`src/rtl/disp_sched_amisha.sv`:
```
`default_nettype none
// +--------------------------------------------------------------------------+
// | Module      : disp_sched_amisha                                          |
// | Description : Front end for the 4-digit seven-segment display mux.      |
// |               Round-robin req/gnt arbitration between requesters A and  |
// |               B, per-digit pattern storage, hex to active-low segment   |
// |               decode, per-digit blinking and a registered output stage. |
// | Revision    : 1.0 - initial release                                     |
// +--------------------------------------------------------------------------+
// | Ports                                                                    |
// |   clk_amisha            in   clock                                       |
// |   reset_amisha          in   asynchronous active-high reset              |
// |   clr_amisha            in   synchronous clear-all (wins over writes)    |
// |   a_req/dig/hex/dp/blk  in   requester A write request and fields        |
// |   a_gnt_amisha          out  requester A grant (combinational)           |
// |   b_req/dig/hex/dp/blk  in   requester B write request and fields        |
// |   b_gnt_amisha          out  requester B grant (combinational)           |
// |   in3..in0_amisha       out  8-bit patterns {~dp, g..a}, active-low      |
// |   upd_amisha            out  one-cycle pulse when in3..in0 refresh       |
// +--------------------------------------------------------------------------+
module disp_sched_amisha #(
  parameter int BLINK_N = 24
) (
  input  logic       clk_amisha,
  input  logic       reset_amisha,
  input  logic       clr_amisha,
  input  logic       a_req_amisha,
  input  logic [1:0] a_dig_amisha,
  input  logic [3:0] a_hex_amisha,
  input  logic       a_dp_amisha,
  input  logic       a_blk_amisha,
  output logic       a_gnt_amisha,
  input  logic       b_req_amisha,
  input  logic [1:0] b_dig_amisha,
  input  logic [3:0] b_hex_amisha,
  input  logic       b_dp_amisha,
  input  logic       b_blk_amisha,
  output logic       b_gnt_amisha,
  output logic [7:0] in3_amisha,
  output logic [7:0] in2_amisha,
  output logic [7:0] in1_amisha,
  output logic [7:0] in0_amisha,
  output logic       upd_amisha
);

  localparam logic [7:0]         c_BLANK   = 8'hFF;
  localparam logic [BLINK_N-1:0] c_CNT_ONE = {{(BLINK_N-1){1'b0}}, 1'b1};

  // Active-low segments {g,f,e,d,c,b,a} for one hex nibble.
  function automatic logic [6:0] f_hex7(input logic [3:0] hex);
    logic [6:0] seg;
    case (hex)
      4'h0:    seg = 7'h40;
      4'h1:    seg = 7'h79;
      4'h2:    seg = 7'h24;
      4'h3:    seg = 7'h30;
      4'h4:    seg = 7'h19;
      4'h5:    seg = 7'h12;
      4'h6:    seg = 7'h02;
      4'h7:    seg = 7'h78;
      4'h8:    seg = 7'h00;
      4'h9:    seg = 7'h10;
      4'hA:    seg = 7'h08;
      4'hB:    seg = 7'h03;
      4'hC:    seg = 7'h46;
      4'hD:    seg = 7'h21;
      4'hE:    seg = 7'h06;
      default: seg = 7'h0E;
    endcase
    return seg;
  endfunction

  // r_prio_b = 1 means B was not served last and wins a tie.
  logic                 r_prio_b;
  logic [7:0]           r_dig [4];
  logic [3:0]           r_blk;
  logic                 r_pend;
  logic [BLINK_N-1:0]   r_cnt;
  logic [7:0]           r_out [4];
  logic                 r_upd;

  logic                 w_a_gnt;
  logic                 w_b_gnt;
  logic                 w_wr;
  logic [1:0]           w_wr_dig;
  logic [7:0]           w_wr_pat;
  logic                 w_wr_blk;
  logic                 w_phase;

  // Grants are gated by reset and clr so a handshake in flight is dropped
  // the moment either one appears.
  always_comb begin
    w_a_gnt  = 1'b0;
    w_b_gnt  = 1'b0;
    w_wr_dig = a_dig_amisha;
    w_wr_pat = {~a_dp_amisha, f_hex7(a_hex_amisha)};
    w_wr_blk = a_blk_amisha;
    if (!reset_amisha && !clr_amisha) begin
      w_a_gnt = a_req_amisha & (~b_req_amisha | ~r_prio_b);
      w_b_gnt = b_req_amisha & (~a_req_amisha |  r_prio_b);
    end
    if (w_b_gnt) begin
      w_wr_dig = b_dig_amisha;
      w_wr_pat = {~b_dp_amisha, f_hex7(b_hex_amisha)};
      w_wr_blk = b_blk_amisha;
    end
    w_wr = w_a_gnt | w_b_gnt;
  end

  assign a_gnt_amisha = w_a_gnt;
  assign b_gnt_amisha = w_b_gnt;

  // Digit store, blink bits and RR pointer. r_pend marks that the store
  // changed at this edge so the output stage can flag the refresh.
  always_ff @(posedge clk_amisha or posedge reset_amisha) begin
    if (reset_amisha) begin
      r_prio_b <= 1'b0;
      r_blk    <= 4'b0000;
      r_pend   <= 1'b0;
      for (int k = 0; k < 4; k++) r_dig[k] <= c_BLANK;
    end else if (clr_amisha) begin
      r_blk    <= 4'b0000;
      r_pend   <= 1'b1;
      for (int k = 0; k < 4; k++) r_dig[k] <= c_BLANK;
    end else begin
      r_pend <= w_wr;
      if (w_a_gnt) begin
        r_prio_b <= 1'b1;
      end else if (w_b_gnt) begin
        r_prio_b <= 1'b0;
      end
      if (w_wr) begin
        r_dig[w_wr_dig] <= w_wr_pat;
        r_blk[w_wr_dig] <= w_wr_blk;
      end
    end
  end

  // Free-running blink counter; wraps naturally at 2^BLINK_N.
  always_ff @(posedge clk_amisha or posedge reset_amisha) begin
    if (reset_amisha) begin
      r_cnt <= '0;
    end else begin
      r_cnt <= r_cnt + c_CNT_ONE;
    end
  end

  assign w_phase = r_cnt[BLINK_N-1];

  // Registered output stage: one cycle behind the digit store.
  always_ff @(posedge clk_amisha or posedge reset_amisha) begin
    if (reset_amisha) begin
      r_upd <= 1'b0;
      for (int k = 0; k < 4; k++) r_out[k] <= c_BLANK;
    end else begin
      r_upd <= r_pend;
      for (int k = 0; k < 4; k++) begin
        r_out[k] <= (r_blk[k] & w_phase) ? c_BLANK : r_dig[k];
      end
    end
  end

  assign in0_amisha = r_out[0];
  assign in1_amisha = r_out[1];
  assign in2_amisha = r_out[2];
  assign in3_amisha = r_out[3];
  assign upd_amisha = r_upd;

endmodule
`default_nettype wire

```
`config.mk`:
```
export PLATFORM = sky130hd
export DESIGN_NAME = disp_sched_amisha
export DESIGN_NICKNAME = d
export VERILOG_FILES = /design/src/rtl/disp_sched_amisha.sv
export SDC_FILE = /design/constraint.sdc
export NUM_CORES = 1
export LEC_CHECK = 0
export ABC_AREA = 1
export BUFFER_PORTS_ARGS = -buffer_cell sky130_fd_sc_hd__clkbuf_2
export CORE_MARGIN = 2
export CORE_UTILIZATION = 47
export DETAILED_ROUTE_END_ITERATION = 10
export PLACE_DENSITY = 0.71
export RECOVER_POWER = 25
export SETUP_SLACK_MARGIN = 0.3
export SLEW_MARGIN = 20
export SYNTH_ARGS = -nofsm -noshare
export SYNTH_HDL_FRONTEND = slang
export SYNTH_SLANG_ARGS = --single-unit
```
`constraint.sdc`:
```
create_clock -name clk_amisha -period 2.3 [get_ports clk_amisha]
set_clock_uncertainty 0.1 [all_clocks]
set_input_delay 0 -clock clk_amisha [delete_from_list [all_inputs] [get_ports clk_amisha]]
set_output_delay 0 -clock clk_amisha [all_outputs]
set_load 0.03 [all_outputs]
```
==> parameters.txt <==
Parameter                              Value

Outcome
  Outcome    complete, no violations

Timing
  Count of final hold-check violations    0
  Unrepaired setup endpoints after global routing    no
  Number of max-slew violations in the final report    0
  Final worst path period need    around 1.8 ns
  Accumulated negative setup slack    0 ns
  Maximum operating frequency    562 MHz
  Headroom to the max-slew limit    under 10%
  Minimum setup slack in the final design    around 0.52 ns
  Slew of the pin with the lowest slew margin    roughly 1.4 ns
  Number of setup violations in the final report    0
  Portion of the clock cycle consumed by the worst path in the final layout    77.4%

Cells and area
  Most frequent cells in the layout    nand2_1, inv_1, nand3_1
  Count of antenna diodes in the layout    0
  # nets final    700
  Most frequent standard cell in the layout excluding fill and tap cells    nand2_1
  Area Growth Syn to Fin    14.1%
  Fill cell instance count of the final layout    between 900 and 1k
  Share of cells above drive strength 1    approximately a quarter

Routing
  DR vias    just under 4k
  Final antenna-violating net count    0
  Vias per cell    4.83
  Initial DRC Count    247
  Iteration count of the initial detailed-routing pass    4
  Final routed wirelength across all metal layers    around 9900 um
  Final routed DRC violation total    0
  Final routed wire length divided by cell count    ~12 um

Worst hold path
  Hold_sp    b_req_amisha
  Worst hold path class    input pin to flop

Yosys
  Synthesized netlist cell count    597
  Flops & latches, synth    95
  Yosys synthesis warning count    0
  Average cell area after synthesis    8.31 sq um
  Synthesized Nets    ~640
  Share of the synthesized area in the top cell type    approximately a third
  Sequential-to-total area share from yosys stat    ~50%
  Cell accounting for the most synthesized area    dfstp_2
  Distinct cell type count of the synthesized netlist    31
  Cell types occupying the most area after synthesis    dfstp_2, dfrtp_1, nand2_1
  Post-Syn Area    slightly below 5000 sq um

Worst setup path
  Type of the worst setup path    flop to flop
  Worst path arrival time    1.93 ns
  Category of the worst setup path launch point    flop
  CP top delay family    simple AND/OR/NAND/NOR gates
  Count of buffering cells on the critical path with inverters included    1
  Data required time at the worst endpoint    roughly 2.5 ns
  Maximum fanout count along the critical path    15
  Reg-to-reg startpoint    r_prio_b
  Delay of the slowest cell on the worst path    approximately 0.40 ns
  Chain of cells forming the critical path    inv_1, nand2_1, nand3_4, nand2_2, nand2_4, nand3_2, nand3_1, o21ai_1
  Reg-to-reg slack, setup    around 0.52 ns
  Sort of element at the end of the critical path    flop
  Slowest cell on crit path    dfrtp_1
  Timing startpoint of the critical path    r_prio_b

Clocking
  H-tree depth reported by CTS    3
  Post-CTS Setup Inserts    0
  Total CTS buffers    9
  CTS tree    done
  Clock slew seen by the registers of the worst setup and hold paths    about 0.10 ns
  Library cell used as clock root buffer    clkbuf_8
  Source-to-sink clock delay at the later pin of the worst-skew pair    0.37 ns
  Number of sinks driven by the clock tree    95
  Maximum clock insertion buffer count    2

Die
  Height of the die    approximately 110 um
  I/O Pins    56
  Standard-cell row count    37
  Starting Density    roughly 48%
  Core Box Area    10300 sq um
  Horizontal extent of the die    around 110 um
  Die footprint    approximately 11000 sq um

Power
  Peak ir drop on the vdd network    roughly 280 uV
  Relative contribution of the clock network to total power    about a third
  Sequential cell fraction of total power    between 50% and 60%
  LEAKAGE    approximately 2.9 nW
  Comb pwr share    roughly 16%
  Total Power Consumption    between 0.003 and 0.004 W
  Cell-internal power    about 0.0026 W
  P_sw    0.00100 W
  Switching part of the total    between 20% and 30%
  Pwr/cell area    ~630 nW/um^2

Place
  Port buffer count    55
  Gp weighted congestion    0.983
  Half-perimeter wire length of the detailed placement result    7350 um
  DP Worst Slack    0.566 ns

Global route
  First-pass GRT wire length    16900 um
  Vias in the first global route    3697
  Maximum number of pins on one net before global-route repair    45
  Initial antenna violation count    0
  Total global routing track utilization    18.6%
  Sum of overflow across all layers after global routing    0

Flow run
  # Max-Cap Violations    0
[flip-flops by register name, indices dropped and copies added, names as in the netlist]
| signal | cells |
|---|---|
| r_prio_b | 1 |
| r_blk | 4 |
| upd_amisha | 1 |
| in2_amisha | 8 |
| r_dig | 32 |
| r_cnt | 24 |
| in1_amisha | 8 |
| in3_amisha | 8 |
| r_pend | 1 |
| in0_amisha | 8 |
[metrics by stage]
step           util [%]  cells  area (sq um)  hold slack [ns]
4_1_cts            55.1    803          5670           0.0362
2_1_floorplan         -    597          4960           0.0755
3_3_place_gp       52.1    778          5350           0.0882
5_1_grt            55.1    803          5660           0.0909
6_report           55.1    803          5660           0.0590
3_5_place_dp       52.1    778          5350           0.0988
[tightest hold or removal path, stage by stage]
cell	delay, ns
clkbuf_2	0.16
nand2_1	0.15
nor2_4	0.08
o21bai_1	0.11
[kinds of logic (layout without fill, tap and decap cells)]
logic type	after synthesis	in the layout	share of synthesized area, %
AOI/OAI and AO/OA	13	13	1.44
DFF	95	95	49.5
xor gates and xnor gates	20	20	3.53
and+or+nand+nor	341	341	32.0
buffers and inverters	111	181	9.26
adders and majority gates	17	17	4.29
[path summary, 6_finish.rpt]
check / to / cells after the start
max reg2reg: r_blk[2] / 8
min in group asynchronous: r_prio_b / 3
max in group asynchronous: in1_amisha[7] / 4
max: r_blk[2] / 8
min reg2reg: upd_amisha / 0
min: r_prio_b / 4
[timing repair]
action	CTS	global route
endpoints found under the hold margin	16	0
setup endpoints to repair	0	2
hold buffers	9	0
resized for setup	0	1
[cell type report]
type                            count  area [sq um]  share of cell area [%]
Clock buffer                       14           204                    3.60
Sequential cell                    95          2460                    43.4
Timing Repair Buffer               67           398                    7.03
Clock inverter                      2          17.5                   0.309
Multi-Input combinational cell    391          2040                    36.1
Tap cell                          136           170                    3.01
Inverter                           98           369                    6.52
[Yosys cell counts]
cell,count
o21bai_1,1
buf_2,4
o21ai_0,6
nand2_1,206
nor2_1,17
nand2_4,3
a21oi_1,2
buf_4,4
nor3_1,5
o21ai_2,1
nand3_4,1
xnor2_1,12
nor2_8,1
buf_1,1
clkinv_1,2
nor2_4,3
buf_6,3
nand4_1,12
nand2_2,11
dfrtp_1,31
inv_1,89
o21ai_1,3
xor2_1,8
nand3_2,12
dfstp_2,64
clkbuf_1,1
inv_2,7
ha_1,17
or2_1,1
nand3_1,67
nor2_2,2
[routing by layer]
layer  track usage (%)  share of wire [%]  vias to the layer above  wire length (um)
met2              31.3                 48                       97              4780
met3              4.19                4.6                       13               455
li1                  -                  -                     1954                 -
met4              5.19                1.3                        0               131
met1              24.1                 46                     1817              4530
met5                 0                  0                        -                 0
[power groups by stage]
stage / Sequential, W / Combinational (W) / Clock, W
floorplan: 0.00199 / 0.000305 / 0
global placement: 0.00190 / 0.000536 / 0
detailed placement: 0.00190 / 0.000547 / 0
CTS: 0.00187 / 0.000559 / 0.00119
global route: 0.00188 / 0.000623 / 0.00127
finish: 0.00187 / 0.000555 / 0.00116
Power figures use the tool's default switching activity.
